## config.mk

```make
export PLATFORM = sky130hd
export DESIGN_NAME = cdc_hs_tx
export DESIGN_NICKNAME = d
export VERILOG_FILES = /design/src/rtl/cdc_hs_tx_pkg.sv /design/src/rtl/cdc_hs_tx_syn_chain.sv /design/src/rtl/cdc_hs_tx.sv
export SDC_FILE = /design/constraint.sdc
export NUM_CORES = 1
export LEC_CHECK = 0
export BUFFER_PORTS_ARGS = -buffer_cell sky130_fd_sc_hd__buf_4
export CAP_MARGIN = 30
export CORE_ASPECT_RATIO = 0.8
export CORE_MARGIN = 2
export CORE_UTILIZATION = 50
export CTS_CLUSTER_DIAMETER = 100
export DETAILED_ROUTE_END_ITERATION = 12
export PLACE_DENSITY = 0.74
export SYNTH_ARGS = -nofsm -noshare
export SYNTH_HDL_FRONTEND = slang
export SYNTH_SLANG_ARGS = --single-unit
```

## constraint.sdc

```tcl
create_clock -name CLK -period 2.93 [get_ports CLK]
set_clock_uncertainty 0.2 [all_clocks]
set_input_delay 0.293 -clock CLK [delete_from_list [all_inputs] [get_ports CLK]]
set_output_delay 0.293 -clock CLK [all_outputs]
set_load 0.05 [all_outputs]
```

## src/rtl/cdc_hs_tx_pkg.sv

```systemverilog
// cdc_hs_tx_pkg: state encoding for the cdc_hs_tx handshake FSM
package cdc_hs_tx_pkg;
    typedef enum logic [1:0] {
        IDLE  = 2'd0,
        SETUP = 2'd1,
        REQ   = 2'd2,
        DROP  = 2'd3
    } hs_state_t;
endpackage

```

## src/rtl/cdc_hs_tx_syn_chain.sv

```systemverilog
// syn_chain_h: SYN_LEVER-deep 1-bit synchronizer, sync reset to 0
module syn_chain_h #(
    parameter int SYN_LEVER = 2
) (
    input  logic clk,
    input  logic rst,
    input  logic d,
    output logic q
);
    logic [SYN_LEVER-1:0] sh;
    always_ff @(posedge clk) sh <= rst ? '0 : {sh[SYN_LEVER-2:0], d};
    assign q = sh[SYN_LEVER-1];
endmodule

```

## src/rtl/cdc_hs_tx.sv

```systemverilog
// cdc_hs_tx: source side of a 4-phase req/ack CDC handshake with watchdog
module cdc_hs_tx
    import cdc_hs_tx_pkg::*;
#(
    parameter int DW        = 32,
    parameter int SYN_LEVER = 2,
    parameter int TMO_W     = 16
) (
    input  logic          CLK,
    input  logic          RST,
    input  logic          in_valid,
    output logic          in_ready,
    input  logic [DW-1:0] in_data,
    output logic          req_asyn,
    output logic [DW-1:0] data_asyn,
    input  logic          ack_asyn,
    output logic          tx_done,
    output logic          tmo_err
);
    hs_state_t        state;
    logic             ack_syn;
    logic [TMO_W-1:0] tmo_cnt;
    logic [TMO_W-1:0] tmo_nxt;
    syn_chain_h #(.SYN_LEVER(SYN_LEVER)) u_ack_syn (
        .clk(CLK),
        .rst(RST),
        .d  (ack_asyn),
        .q  (ack_syn)
    );
    // a stale or spurious ack blocks new work until the far side has let go
    assign in_ready = (state == IDLE) & ~ack_syn & ~RST;
    assign tmo_nxt  = &tmo_cnt ? tmo_cnt : tmo_cnt + 1'b1;
    always_ff @(posedge CLK) begin
        if (RST) begin
            state     <= IDLE;
            req_asyn  <= 1'b0;
            data_asyn <= '0;
            tmo_cnt   <= '0;
            tmo_err   <= 1'b0;
            tx_done   <= 1'b0;
        end else begin
            tx_done <= 1'b0;
            case (state)
                IDLE: if (in_valid && in_ready) begin
                    data_asyn <= in_data;
                    state     <= SETUP;
                end
                SETUP: begin
                    req_asyn <= 1'b1;
                    tmo_cnt  <= '0;
                    state    <= REQ;
                end
                REQ: begin
                    tmo_cnt <= tmo_nxt;
                    tmo_err <= tmo_err | &tmo_nxt;
                    if (ack_syn) begin
                        req_asyn <= 1'b0;
                        state    <= DROP;
                    end
                end
                DROP: begin
                    tmo_cnt <= tmo_nxt;
                    tmo_err <= tmo_err | &tmo_nxt;
                    if (!ack_syn) begin
                        tx_done <= 1'b1;
                        state   <= IDLE;
                    end
                end
            endcase
        end
    end
endmodule

```

* Word-level counts from Yosys, hierarchy flattened
Index checks and enable logic that the tools add are counted.
** Storage, ports and cells
- Flip-flop bits (word level) :: 55
- Output and inout port bits :: 36
- Latch bits :: 0
- Input bits :: 36
- Bits in read-only memories :: 0
- Memories :: 0
- Word-level logic and storage cells :: 40
- Memory bits (writable) :: 0
** Operators by class
- Bitwise logic cells :: 6
- Eq/ne operators :: 6
- Div/mod/pow operators :: 0
- Shift-type cells :: 0
- Add/sub/neg operators :: 1
- Magnitude comparators :: 0
- Reduce and logical (&&, ||, !) cells :: 11
- $mul :: 0
- Mux-type cells :: 9
** Operators with widths (number)
- $pmux 16 s2 :: 1
- $reduce_and 16->1 :: 2
- $add 16x1->16 const B :: 1
- $mux 16 :: 1
- $pmux 2 s4 :: 1
- $mux 2 :: 3
- $eq 2x2->1 const B :: 2
- $ne 2x1->1 const B :: 2
- $reduce_and 2->1 :: 2
- $reduce_bool 2->1 :: 2
- $reduce_or 2->1 :: 2
- $not 1->1 :: 3
- $reduce_and 3->1 :: 1
- $and 1x1->1 :: 2
- $eq 2x1->1 const B :: 1
- $logic_not 2->1 :: 1
- $mux 1 :: 2
- $ne 2x2->1 const B :: 1
- $pmux 1 s2 :: 1
- $logic_and 1x1->1 :: 1
- $or 1x1->1 :: 1

* Logic depth before layout (Yosys ltp)
- Word-level depth :: 6
- Mapped depth :: 9
- Gate-level depth less buffers :: 8

* Modules after synthesis
From an unflattened synthesis, not the netlist that was laid out.
** Unflattened totals
- Cell total of the unflattened synthesis :: 332
- Area total of the unflattened synthesis :: 2582.5 um^2
** By module, submodules not included
- cdc_hs_tx :: times used 1, area an instance 2529.9 um^2, seq. area each 1061.0 um^2, cells each 328
- syn_chain_h :: times used 1, area an instance 52.6 um^2, seq. area each 40.0 um^2, cells each 4

* Worst setup path after synthesis
OpenSTA, ideal clock, no wires.
- Path kind :: register to register
- From :: register state[0]
- To :: register state[1]
- Period minus slack after synthesis :: 3138 ps
- Setup slack :: -208 ps
- Cell stages (with the launch flop) :: 9
- Setup time :: 128 ps
- Buffers on the path :: 0
- Arrival :: 2810 ps
- Data required time :: 2602 ps
- Path through :: dfxtp_1 -> inv_1 -> ha_1 -> nor3b_1 -> nand2_1 -> a221oi_1 -> nor2_1 -> a21oi_1 -> nor2_1
** Between the ends
- Word-level cells in the longest chain between the ends :: 6
- Elaborated cells between the ends (all ways) :: 12
- Those cells by class :: eq/ne: 6; mux: 1; bitwise: 2; reduce/logical: 3
** RTL lines
- start, declared :: line cdc_hs_tx.sv:20 : hs_state_t state;
- start signal, assigned :: line cdc_hs_tx.sv:35 : state <= IDLE;
- start signal, assigned :: line cdc_hs_tx.sv:46 : state <= SETUP;
- start signal, assigned :: line cdc_hs_tx.sv:51 : state <= REQ;
- $logic_not 2->1 :: line cdc_hs_tx.sv:31 : assign in_ready = (state == IDLE) & ~ack_syn & ~RST;
- $and 1x1->1 (2 in series) :: line cdc_hs_tx.sv:31
- via in_ready :: line cdc_hs_tx.sv:12 : output logic in_ready,
- $logic_and 1x1->1 :: line cdc_hs_tx.sv:44 : IDLE: if (in_valid && in_ready) begin
- $ne 2x1->1 (no line)
- $reduce_and 3->1 (no line)
The timed path passes the listed nets, and every way through them passes these cells.
A chain may end at the register's enable or synchronous reset.

* Worst setup path after layout
- From :: register tmo_cnt[0]
- To :: register tmo_err
** Between the ends
- Word-level cells in the longest chain between the ends :: 4
- Elaborated cells between the ends (all ways) :: 5
- Those cells by class :: add/sub: 1; mux: 1; bitwise: 1; reduce/logical: 2
** RTL lines
- start, declared :: line cdc_hs_tx.sv:22 : logic [TMO_W-1:0] tmo_cnt;
- start signal, assigned :: line cdc_hs_tx.sv:54 : tmo_cnt <= tmo_nxt;
- start signal, assigned :: line cdc_hs_tx.sv:62 : tmo_cnt <= tmo_nxt;
- $add 16x1->16 or $reduce_and 16->1 (tied branches) :: line cdc_hs_tx.sv:32 : assign tmo_nxt = &tmo_cnt ? tmo_cnt : tmo_cnt + 1'b1;
- $mux 16 * :: line cdc_hs_tx.sv:32
- $reduce_and 16->1 * :: line cdc_hs_tx.sv:55, cdc_hs_tx.sv:63
- $or 1x1->1 * :: line cdc_hs_tx.sv:55, cdc_hs_tx.sv:63
- end signal, assigned :: line cdc_hs_tx.sv:55 : tmo_err <= tmo_err | &tmo_nxt;
- end signal, assigned :: line cdc_hs_tx.sv:63 : tmo_err <= tmo_err | &tmo_nxt;
- end, declared :: line cdc_hs_tx.sv:18 : output logic tmo_err
Every way passes the cells marked *; elsewhere a longest branch is shown, timed or not.

==> flow_summary.yaml <==
run_status:
  status: "finished, final reports clean"
cts:
  cts_max_path_buffers: 2
  ctsHoldBuffers: 1
  cts_buffers: 5
  clk_pin_slew_ps: 100
  clk-insertion-delay-late_ps: 300
  htreeDepth: 2
  cts_setup_buffers: 0
  ctsResizeCount: 0
  cts_root_buffer: "clkbuf_8"
  tritoncts: "yes"
  cts.sinks: 55
floorplanning:
  fp-row-count: 23
  die_w_um: 83.9
  ios: 72
  coreArea_um2: 4980
  start_util_pct: 51.3
  dieArea_um2: 5700
  die_h_um: 67.9
synthesis:
  synthTopCellsByArea: "dfxtp_1, a21oi_1, nand2_1"
  seq_area_frac_synth_pct: 43.1
  syn_nets: 372
  syn_avg_cell_area_um2: 7.74
  synth_top_area_cell: "dfxtp_1"
  syn_area_um2: 2550
  ys_types: 49
  synthCells: 330
  synth_edf_count: 0
  post-synth-top-area-fraction_pct: 43.1
  ys.flop_type: "dfxtp_1"
  yosys_warnings: 0
  ys_seq_elements: 55
  async_flop_share_pct: 0
timing:
  final-hold-violation-count: 0
  rsz0062_at_grt: "no"
  tns_ps: 0
  max_freq_ghz: 0.373
  setup_viol: 0
  worst_slew_pin_slew_ps: 578
  relSlewSlack_pct: 61.5
  worst_hold_slack_ps: 21.5
  min_period_ps: 2680
  final_max_slew_viol_count: 0
  period_share_pct: 91.6
  fin_ws_ps: 247
finish:
  layout-drive-gt1-share_pct: 24.1
  instances_no_fill: 456
  area_delta_synth_final_pct: 27.4
  final_cell_area_um2: 3250
  diodes: 0
  utilization_pct: 65.3
  nets: 435
grt:
  grt_pass1_wl_mm: 9.69
  grt_max_degree: 56
  grt_pass1_vias: 2114
  grtUsageTotal_pct: 21.0
  grt-ovfl-total: 0
  antenna_found_initial: 0
flow_run:
  max_cap_viol_count: 0
power_and_ir_drop:
  peakVddDrop_uv: 412
  finalPower_mw: 2.09
  leakage_nw: 1.26
  power.density_nw_per_um2: 643
route:
  wl_per_cell_um: 13.5
  wl_mm: 6.14
  drt_iter0_markers: 169
  vias: 2467
  ant_nets: 0
  dr.pass1.iters: 4
  drcViolationCount: 0
  post_drt_via_cell_ratio: 5.41
setup_path:
  crit_fanout: 9
  criticalPathCategory: "reg2reg"
  crit_required_ps: 2950
  start_kind: "flop"
  endpoint_kind: "flop"
  worstPathArrival_ps: 2700
placement:
  post-place-ws_ps: 283
  io_buffers: 71
  placed_cells: 447
  routabilityCongestion: 0.968
  placed_cell_area_um2: 3130
  dp_hpwl_mm: 4.32
min_path:
  hold_path.class: "in2reg"
## metal layers
| layer | GRT usage (%) | wire length [um] | vias up |
|---|---|---|---|
| met5 | 0 | 0 | - |
| met3 | 5.07 | 462 | 4 |
| met1 | 28.1 | 2920 | 1105 |
| met4 | 5.24 | 43 | 0 |
| met2 | 34.7 | 2720 | 88 |
| li1 | - | - | 1270 |
## worst paths after layout
path | from | endpoint | slack [ps] | depth (start not counted)
worst max-delay path | tmo_cnt[0] | tmo_err | 250 | 7
worst min register to register | u_ack_syn.sh[0] | u_ack_syn.sh[1] | 250 | 1
worst min-delay path | in_data[6] | data_asyn[6] | 20 | 3
worst max register to register | tmo_cnt[0] | tmo_err | 250 | 7
## power by group
| part | switching, mW | internal, mW | total, mW |
|---|---|---|---|
| Combinational | 0.482 | 0.246 | 0.728 |
| Clock | 0.251 | 0.258 | 0.508 |
| Sequential | 0.0422 | 0.815 | 0.857 |
| Total | 0.775 | 1.32 | 2.09 |
## kinds of logic after synthesis
group	share of synthesized area, %
and+or+nand+nor	27.7
AOI/OAI and AO/OA	19.7
DFF	43.1
buffers and inverters	4.70
adders and majority gates	2.94
xor gates and xnor gates	1.37
muxes	0.392
## flip-flops by register name (all words and copies together) (netlist names)
name / flops
tmo_err: 1
u_ack_syn.sh: 2
tx_done: 1
state: 2
data_asyn: 32
req_asyn: 1
tmo_cnt: 16
## worst max-delay path: stages (launching register included)
cell and delay (ps):
dfxtp_1 480, ha_1 240, and4_4 260, a21oi_1 70, or3b_1 350, a221o_1 270, or4_4 480, o32ai_2 250
## synthesized netlist by cell type, types with 3 or more instances
| master | instances |
|---|---|
| nand2_1 | 74 |
| a21oi_1 | 60 |
| dfxtp_1 | 55 |
| nor2_1 | 21 |
| clkbuf_1 | 16 |
| nand3_1 | 9 |
| nor3_1 | 8 |
| o21ai_0 | 8 |
| ha_1 | 6 |
| nor2b_1 | 6 |
| inv_1 | 5 |
| nand4_1 | 4 |
| a211oi_1 | 3 |
| and3_1 | 3 |
| buf_1 | 3 |
| buf_2 | 3 |
| nand4b_1 | 3 |
| o2111ai_1 | 3 |
| xnor2_1 | 3 |
## layout make-up
type                       instances  area, um^2
multi-input combinational        246        1340
fill                             446        1730
tap                               62        77.6
clock inverter                     3        46.3
sequential                        55        1100
inverter                           5        18.8
timing repair buffer              80         603
clock buffer                       5        68.8
## layout by cell type (no fill, tap or decap), types with 2 or more instances in the layout
master	instances
or4_1	2
o21ai_0	8
nor2_1	21
nor2b_1	6
nand4_1	4
a211oi_1	3
ha_1	6
nor3_1	8
nand2_1	74
buf_4	79
a21oi_1	60
nand3b_1	2
clkbuf_8	5
nand2b_1	2
nand3_1	9
xnor2_1	3
nor4_1	2
o211ai_1	2
nand4b_1	3
and3_1	3
inv_1	5
dfxtp_1	55
o2111ai_1	3
Power figures use the tool's default switching activity.
